==> config.mk <==
export PLATFORM = sky130hd
export DESIGN_NAME = dac_sample_player
export DESIGN_NICKNAME = d
export VERILOG_FILES = /design/src/rtl/signal_gen_pkg.sv /design/src/rtl/dac_dec_counter.sv /design/src/rtl/dac_sample_player.sv
export SDC_FILE = /design/constraint.sdc
export NUM_CORES = 1
export LEC_CHECK = 0
export CAP_MARGIN = 20
export CORE_AREA = 10 10 132 104
export CTS_BUF_LIST = sky130_fd_sc_hd__clkbuf_2 sky130_fd_sc_hd__clkbuf_4 sky130_fd_sc_hd__clkbuf_8
export CTS_CLUSTER_DIAMETER = 150
export DETAILED_ROUTE_END_ITERATION = 12
export DIE_AREA = 0 0 142 114
export PLACE_DENSITY = 0.87
export SETUP_SLACK_MARGIN = 0.02
export SYNTH_ARGS = -nofsm -noshare
export SYNTH_HDL_FRONTEND = slang
export SYNTH_SLANG_ARGS = --single-unit
==> constraint.sdc <==
create_clock -name axi_clock -period 16.9 [get_ports axi_clock]
set_input_delay 1.69 -clock axi_clock [delete_from_list [all_inputs] [get_ports axi_clock]]
set_output_delay 1.69 -clock axi_clock [all_outputs]
set_load 0.01 [all_outputs]
==> src/rtl/signal_gen_pkg.sv <==
// Shared types and defaults for the signal-generator playback path.
package signal_gen_pkg;

   localparam int unsigned DAC_WIDTH_DEF  = 14;
   localparam int unsigned ADDR_WIDTH_DEF = 12;
   localparam int unsigned MEM_WIDTH_DEF  = 16;
   localparam int unsigned RATE_WIDTH     = 32;
   localparam int unsigned BRAM_LATENCY   = 1;

   typedef enum logic [1:0] {
      ST_IDLE  = 2'd0,
      ST_PRIME = 2'd1,
      ST_RUN   = 2'd2,
      ST_DONE  = 2'd3
   } state_e;

   // A decimation rate of zero behaves like one
   function automatic logic [RATE_WIDTH-1:0] rate_clamp(input logic [RATE_WIDTH-1:0] rate);
      return (rate == '0) ? RATE_WIDTH'(1) : rate;
   endfunction

endpackage

==> src/rtl/dac_dec_counter.sv <==
// Decimation counter: counts 0..max(rate,1)-1 and raises tick_o on the last count.
// The period length is latched at each wrap, so a rate change applies to the
// following period and the count is only ever compared against its own period.
module dac_dec_counter
   import signal_gen_pkg::*;
(
   input  logic                  clk,
   input  logic                  rst,
   input  logic                  clear_i,
   input  logic [RATE_WIDTH-1:0] rate_i,
   output logic                  tick_o
);

   logic [RATE_WIDTH-1:0] cnt_q, cnt_d;
   logic [RATE_WIDTH-1:0] lim_q, lim_d;
   logic                  tick_q, tick_d;

   // Next count, period reload on clear or wrap, and look-ahead tick
   always_comb begin
      cnt_d = cnt_q + RATE_WIDTH'(1);
      lim_d = lim_q;
      if (clear_i || tick_q) begin
         cnt_d = '0;
         lim_d = rate_clamp(rate_i);
      end
      tick_d = (cnt_d == (lim_d - RATE_WIDTH'(1)));
   end

   // Counter state registers
   always_ff @(posedge clk or posedge rst) begin
      if (rst) begin
         cnt_q  <= '0;
         lim_q  <= RATE_WIDTH'(1);
         tick_q <= 1'b0;
      end else begin
         cnt_q  <= cnt_d;
         lim_q  <= lim_d;
         tick_q <= tick_d;
      end
   end

   assign tick_o = tick_q;

endmodule

==> src/rtl/dac_sample_player.sv <==
// Waveform playback from a 1-cycle-latency BRAM to the DAC sample bus.
// A read issued while bram_en is high returns data in the following cycle,
// which is captured into dac_data (with a dac_valid strobe) at the next edge.
// Optional build macro DAC_OFFSET_BINARY_EN: invert the DAC MSB (offset binary).
module dac_sample_player
   import signal_gen_pkg::*;
#(
   parameter int unsigned DAC_WIDTH  = DAC_WIDTH_DEF,
   parameter int unsigned ADDR_WIDTH = ADDR_WIDTH_DEF,
   parameter int unsigned MEM_WIDTH  = MEM_WIDTH_DEF
) (
   input  logic                  axi_clock,
   input  logic                  rst,
   input  logic                  en_read,
   input  logic                  rst_read,
   input  logic                  continous,
   input  logic [RATE_WIDTH-1:0] dec_rate,
   input  logic [31:0]           dac_default,
   input  logic [ADDR_WIDTH-1:0] last_addr,
   output logic [ADDR_WIDTH-1:0] bram_addr,
   output logic                  bram_en,
   input  logic [MEM_WIDTH-1:0]  bram_dout,
   output logic [DAC_WIDTH-1:0]  dac_data,
   output logic                  dac_valid,
   output logic                  busy,
   output logic                  done
);

`ifdef DAC_OFFSET_BINARY_EN
   localparam logic [DAC_WIDTH-1:0] DAC_MSB_MASK = {1'b1, {(DAC_WIDTH-1){1'b0}}};

   function automatic logic [DAC_WIDTH-1:0] to_dac(input logic [DAC_WIDTH-1:0] s);
      return s ^ DAC_MSB_MASK;
   endfunction
`else
   function automatic logic [DAC_WIDTH-1:0] to_dac(input logic [DAC_WIDTH-1:0] s);
      return s;
   endfunction
`endif

   state_e                state_q, state_d;
   logic [ADDR_WIDTH-1:0] addr_q, addr_d;
   logic                  bram_en_q, bram_en_d;
   logic                  rd_vld_q, rd_vld_d;
   logic [1:0]            fin_q, fin_d;
   logic                  stop_q, stop_d;
   logic [DAC_WIDTH-1:0]  dac_data_q, dac_data_d;
   logic                  dac_valid_q, dac_valid_d;
   logic                  busy_q, busy_d;
   logic                  done_q, done_d;
   logic                  tick;
   logic                  clear_c;
   logic                  unused_bits;

   assign unused_bits = ^{dac_default[31:DAC_WIDTH], bram_dout[MEM_WIDTH-1:DAC_WIDTH]};

   // Counter only runs while playing (PRIME/RUN) in both current and next cycle
   assign clear_c = rst_read
                  || !((state_q == ST_PRIME) || (state_q == ST_RUN))
                  || !((state_d == ST_PRIME) || (state_d == ST_RUN));

   dac_dec_counter u_dec_counter (
      .clk     (axi_clock),
      .rst     (rst),
      .clear_i (clear_c),
      .rate_i  (dec_rate),
      .tick_o  (tick)
   );

   // Next state, read issue, end-of-waveform tracking and DAC output selection
   always_comb begin
      state_d     = state_q;
      addr_d      = addr_q;
      bram_en_d   = 1'b0;
      rd_vld_d    = bram_en_q;
      fin_d       = {fin_q[0], 1'b0};
      stop_d      = stop_q;
      dac_data_d  = dac_data_q;
      dac_valid_d = 1'b0;

      case (state_q)
         ST_IDLE: begin
            if (en_read) begin
               state_d   = ST_PRIME;
               addr_d    = '0;
               bram_en_d = 1'b1;
            end
         end
         ST_PRIME, ST_RUN: begin
            if (!en_read) begin
               state_d = ST_IDLE;
            end else begin
               state_d = ST_RUN;
               if (tick && !stop_q) begin
                  if (addr_q == last_addr) begin
                     if (continous) begin
                        addr_d    = '0;
                        bram_en_d = 1'b1;
                     end else begin
                        // last sample still has its own period plus pipeline to play out
                        stop_d   = 1'b1;
                        fin_d[0] = 1'b1;
                     end
                  end else begin
                     addr_d    = addr_q + ADDR_WIDTH'(1);
                     bram_en_d = 1'b1;
                  end
               end
               if (fin_q[1]) begin
                  state_d = ST_DONE;
               end
            end
         end
         ST_DONE: begin
            if (!en_read) begin
               state_d = ST_IDLE;
            end
         end
         default: state_d = ST_IDLE;
      endcase

      if (rst_read) begin
         state_d   = ST_IDLE;
         addr_d    = '0;
         bram_en_d = 1'b0;
      end

      if ((state_d == ST_IDLE) || (state_d == ST_DONE)) begin
         fin_d      = 2'b00;
         stop_d     = 1'b0;
         dac_data_d = to_dac(dac_default[DAC_WIDTH-1:0]);
      end else if ((state_q == ST_RUN) && rd_vld_q) begin
         dac_data_d  = to_dac(bram_dout[DAC_WIDTH-1:0]);
         dac_valid_d = 1'b1;
      end

      busy_d = (state_d == ST_PRIME) || (state_d == ST_RUN);
      done_d = (state_d == ST_DONE);
   end

   // State and registered outputs
   always_ff @(posedge axi_clock or posedge rst) begin
      if (rst) begin
         state_q     <= ST_IDLE;
         addr_q      <= '0;
         bram_en_q   <= 1'b0;
         rd_vld_q    <= 1'b0;
         fin_q       <= 2'b00;
         stop_q      <= 1'b0;
         dac_data_q  <= '0;
         dac_valid_q <= 1'b0;
         busy_q      <= 1'b0;
         done_q      <= 1'b0;
      end else begin
         state_q     <= state_d;
         addr_q      <= addr_d;
         bram_en_q   <= bram_en_d;
         rd_vld_q    <= rd_vld_d;
         fin_q       <= fin_d;
         stop_q      <= stop_d;
         dac_data_q  <= dac_data_d;
         dac_valid_q <= dac_valid_d;
         busy_q      <= busy_d;
         done_q      <= done_d;
      end
   end

   assign bram_addr = addr_q;
   assign bram_en   = bram_en_q;
   assign dac_data  = dac_data_q;
   assign dac_valid = dac_valid_q;
   assign busy      = busy_q;
   assign done      = done_q;

endmodule

# After elaboration in Yosys (flattened, before gate mapping)

Index checks and enable logic that the tools add are counted.

Word-level logic and storage cells: 91
Register bits: 101

Reduce and logical (&&, ||, !) cells: 23
Eq/ne operators: 13
$add $sub $neg: 3
Muxes and demuxes: 39

Operator list:

| kind                    | number |
|---|---|
| $mux W32                | 3 |
| $mux W12                | 6 |
| $add A32 B1 Y32 const B | 1 |
| $eq A32 B32 Y1          | 1 |
| $logic_not A32 Y1       | 1 |
| $sub A32 B1 Y32 const B | 1 |
| $mux W14                | 2 |
| $pmux W12 S2            | 1 |
| $mux W1                 | 20 |
| $add A12 B1 Y12 const B | 1 |
| $eq A12 B12 Y1          | 1 |
| $mux W2                 | 5 |
| $reduce_and A5 Y1       | 2 |
| $reduce_bool A2 Y1      | 5 |
| $ne A3 B3 Y1 const B    | 3 |
| $eq A2 B2 Y1 const B    | 4 |
| $logic_or A1 B1 Y1      | 6 |
| $pmux W2 S3             | 1 |
| $eq A2 B1 Y1 const B    | 2 |
| $logic_not A2 Y1        | 2 |
| $ne A4 B4 Y1 const B    | 1 |
| $logic_not A1 Y1        | 3 |
| $reduce_bool A3 Y1      | 1 |
| $logic_and A1 B1 Y1     | 2 |
| 3 further kinds         | 3 |

# Depth between registers and ports, before layout

Word-level depth: 12
Gate-level depth with buffers: 26
Gate-level depth less buffers: 20

# Hierarchy

A second synthesis with hierarchy kept.

Cell total of the unflattened synthesis: 701
Area, all modules: 6404.9 um2

Modules (own cells, without submodules):

| module            | area an instance (um2) | cells an instance | instances |
|---|---|---|---|
| dac_dec_counter   | 4405.5                 | 507               | 1 |
| dac_sample_player | 1999.4                 | 194               | 1 |

# Worst setup path before layout

OpenSTA, ideal clock, no wires.

Path kind: input port to flip-flop
Start: input port en_read
End: register u_dec_counter.tick_q (netlist: u_dec_counter.tick_o)
Setup slack: 10.369 ns
Data required time: 16.804 ns
Setup time: 0.096 ns
Cell stages on the path: 21
Data arrival time: 6.435 ns
Path buffers: 6
Cells stage by stage: o21ai_0 a21oi_1 ha_1 nand4bb_1 clkbuf_1 clkbuf_1 clkbuf_1 buf_2 buf_1 clkbuf_1 a21o_1 ha_1 nor3b_1 nand3_1 a22oi_1 nand4_1 xnor2_1 xnor2_1 a2111oi_0 nand4_1 nor4_2

Longest elaborated chain between the ends: 11

RTL lines:

| what                                         | RTL line                                                                   | RTL |
|---|---|---|
| start: declaration                           | dac_sample_player.sv:14                                                    | `input logic en_read,` |
| $mux W2, on equally long branches            | dac_sample_player.sv:115, dac_sample_player.sv:83, dac_sample_player.sv:90 |  |
| $pmux W2 S3 (*)                              | dac_sample_player.sv:81                                                    | `case (state_q)` |
| $mux W2 (*)                                  | dac_sample_player.sv:122                                                   | `if (rst_read) begin` |
| net state_d[0]                               | dac_sample_player.sv:41                                                    | `state_e state_q, state_d;` |
| $eq A2 B1 Y1 or $eq A2 B2 Y1 (tied branches) | --                                                                         |  |
| $logic_or A1 B1 Y1 (*)                       | --                                                                         |  |
| net busy_d                                   | dac_sample_player.sv:49                                                    | `logic busy_q, busy_d;` |
| $logic_not A1 Y1 (*)                         | dac_sample_player.sv:60                                                    | `\|\| !((state_d == ST_PRIME) \|\| (state_d == ST_RUN));` |
| $logic_or A1 B1 Y1 (*)                       | dac_sample_player.sv:60                                                    |  |
| $logic_or A1 B1 Y1 (*)                       | dac_dec_counter.sv:22                                                      | `if (clear_i \|\| tick_q) begin` |
| $mux W32                                     | dac_dec_counter.sv:22                                                      |  |
| $sub A32 B1 Y32                              | dac_dec_counter.sv:26                                                      | `tick_d = (cnt_d == (lim_d - RATE_WIDTH'(1)));` |
| $eq A32 B32 Y1 (*)                           | dac_dec_counter.sv:26                                                      |  |
| net u_dec_counter.tick_d                     | dac_dec_counter.sv:16                                                      | `logic tick_q, tick_d;` |
| end signal: assignment                       | dac_dec_counter.sv:38                                                      | `tick_q <= tick_d;` |
| end: declaration                             | dac_dec_counter.sv:16                                                      |  |

Mark *: on every way through the listed nets, which the timed path passes. The rest lies on a longest branch.
A chain may end at the register's enable or synchronous reset.

# Worst setup path after layout

Same ends and word-level chain as after synthesis.

==> impl_metrics.ini <==
[run_status]
status = finished, final reports clean

[worst_setup_path]
worst-setup-path-type = in2reg
start_kind = primary input
cp.required_ps = 17180
r2r-start = state_q[0]
r2r_slack_ps = 10200
critPathMaxFanout = 89
crit_path_start = en_read
crit_arrival_ps = 7760
rr_endpoint = u_dec_counter.tick_o
endpoint = u_dec_counter.tick_o
reg2reg_depth = 20
cp-end-kind = flop

[clock_tree]
hold_buffers = 0
cts_setup_buffers = 0
cts_resized = 0
htree_levels = 3
clk_pin_slew_ps = 100
clockBufferDepth = 2
clkSinkCount = 101
cts_root_buffer = clkbuf_8
cts_buffers = 9
clock_latency_ps = 380
cts_tree = done

[finish]
layout-drive-gt1-share_pct = 4.75
utilization_pct = 68.8
syn_to_final_growth_pct = 22.3
final_cells = 965
fin_nets = 921
num-fill-cells = 841
antenna_cells = 0

[logic_synthesis]
avgSynthCellArea_um2 = 8.77
ys.flop_type = dfrtp_1
yosys.area_share.simple_pct = 27.6
synthArstFlopShare_pct = 100
synth_edf_count = 0
netlist-cell-type-count = 68
synth_area_um2 = 6320
synthAdderAreaFrac_pct = 1.58
synth_compound_area_share_pct = 10.8
syn_inst = 721
ys_ff_latch = 101
synth_top_family_by_area = simple AND/OR/NAND/NOR gates
synth_seq_area_share_pct = 40.0
synth_mux_area_share_pct = 4.69
yosysWarnings = 0
synth_xor_area_share_pct = 12.7
syn_nets = 826

[placement]
dp_cells = 949
gp_congestion = 0.985
dp_hpwl_mm = 14.0
io_buffers = 106

[route]
wl_mm = 18.5
drt_pass1_iterations = 6
vias = 5909
met3_wirelength_mm = 1.64
dr_wl_met2_mm = 8.88
ant_nets = 0
drcViolationCount = 0
drt-met1-wl_mm = 7.71
drtIter0Drc = 675
routedWlPerCell_um = 19.2
top_layer_used = met4
via_per_inst = 6.12

[floorplan]
initial_core_util_pct = 56.3
die_height_um = 114
boundaryPins = 127
core_um2 = 11200
rows = 34
dieArea_um2 = 16200
die_w_um = 142

[sta]
setup_viol = 0
rsz0062_at_grt = false
maxSlewViolCount = 0
fmax_mhz = 134
tns_ps = 0
maxSlewHeadroom_pct = 34.6
hold_violations = 0
finalClockSkew_ps = 9.17
fin_crit_ps = 7470
tightest_slew_ps = 968
period_share_pct = 44.2

[global_route]
grt_pass1_wl_mm = 29.8
first_global_vias = 5821
antenna_found_initial = 0
grt_overflow = 0
grt_max_degree = 90
track_usage_pct = 22.5

[power_and_ir_drop]
total_power_uw = 527
power.static_leakage_uw = 0.00312
p_per_area_nw_per_um2 = 68.1
peakVddDrop_uv = 41.6

[worst_hold_path]
hp-class = reg2reg
hp-start = bram_en

[run]
max_cap_violations = 0
-- worst max-delay path, cell delays in order --
cell	delay, ps
clkdlybuf4s50_1	600
o21ai_0	130
a21oi_1	230
ha_1	630
nand4bb_4	260
buf_4	710
a21o_1	230
ha_1	320
nor3b_1	700
nand3_1	250
a22oi_1	630
nand4_1	200
xnor2_1	190
xnor2_1	150
a2111oi_0	410
nand4_1	180
nor4_2	210
-- worst min path at each step --
stage / endpoint / depth (start not counted)
2_1_floorplan: rd_vld_q / 0
3_3_place_gp: rd_vld_q / 0
3_5_place_dp: rd_vld_q / 0
4_1_cts: rd_vld_q / 0
5_1_grt: rd_vld_q / 0
6_report: rd_vld_q / 0
-- power breakdown --
| group | internal, µW | leakage (µW) | switching, µW |
|---|---|---|---|
| clock | 74.6 | 0.000107 | 89.2 |
| combinational | 49.0 | 0.00170 | 50.5 |
| sequential | 253 | 0.00130 | 9.83 |
-- cells in the mapped netlist, types with 15 or more instances --
cell type    n  area share [%]
nor3_1      22             1.7
nand3_1     30             2.4
nor2_1      59             3.5
nand2_1    116             6.9
clkbuf_1    16            0.95
o21ai_0     49             3.9
mux2i_1     24             3.8
and3_1      15             1.5
dfrtp_1    100              40
inv_1       16            0.95
xnor2_1     35             4.8
nor4_1      22             2.2
xor2_1      46             6.4
nand4_1     19             1.9
a21oi_1     15             1.2
-- sequential cells by signal (all words and copies together), names as in the netlist, 2 cells and up --
name,flops
u_dec_counter.cnt_q,32
u_dec_counter.lim_q,32
dac_data,14
bram_addr,12
fin_q,2
state_q,2
-- metrics by stage --
| stage | hold slack [ps] | setup WS (ps) | cell area, µm² |
|---|---|---|---|
| floorplan | 416 | 10370 | 6320 |
| global placement | 363 | 9390 | 7520 |
| detailed placement | 361 | 9180 | 7530 |
| CTS | 384 | 9570 | 7730 |
| global route | 396 | 8990 | 7730 |
| finish | 383 | 9430 | 7730 |
-- layout by cell type, fill, tap and decap left out, types with 3 or more instances in the layout --
| master | instances |
|---|---|
| o2111ai_1 | 3 |
| and3_1 | 15 |
| xnor2_1 | 35 |
| nor3_1 | 22 |
| nand3_1 | 30 |
| ha_1 | 8 |
| nand2b_1 | 12 |
| mux2i_1 | 24 |
| a21oi_1 | 15 |
| clkdlybuf4s50_1 | 106 |
| dfrtp_1 | 100 |
| or4_1 | 4 |
| nor4b_1 | 4 |
| o21ai_0 | 49 |
| inv_1 | 15 |
| or3_1 | 12 |
| buf_4 | 5 |
| a21boi_0 | 3 |
| and4_1 | 5 |
| xor2_1 | 46 |
| o31ai_1 | 7 |
| nand2_1 | 116 |
| and2_1 | 4 |
| mux2_2 | 5 |
| nand4_1 | 19 |
| nor2b_1 | 4 |
| nor3b_1 | 3 |
| nor2_1 | 59 |
| clkbuf_8 | 10 |
| o41ai_1 | 3 |
| nor4_1 | 22 |
-- layer usage --
metal / GRT usage [%] / up-vias
li1: - / 2749
met1: 30.0 / 2848
met2: 36.1 / 276
met3: 4.94 / 36
met4: 5.98 / 0
met5: 0 / -
-- layout make-up --
type | count | area, µm² | share of cell area (%)
clock buffers | 11 | 145 | 1.88
repair buffers | 111 | 1100 | 14.2
multi-input cells | 577 | 3660 | 47.3
flip-flops and latches | 101 | 2530 | 32.7
clock inverters | 5 | 57.6 | 0.745
well taps | 144 | 180 | 2.33
inverters | 16 | 62.6 | 0.809
-- cells by family after synthesis --
group                    count (synthesis)
adder cells (fa/ha/maj)                  8
AO/OA/AOI/OAI                          108
buffers and inverters                   43
AND/OR/NAND/NOR                        347
XOR/XNOR                                85
flip-flops                             101
multiplexers                            29
Power figures use the tool's default switching activity.
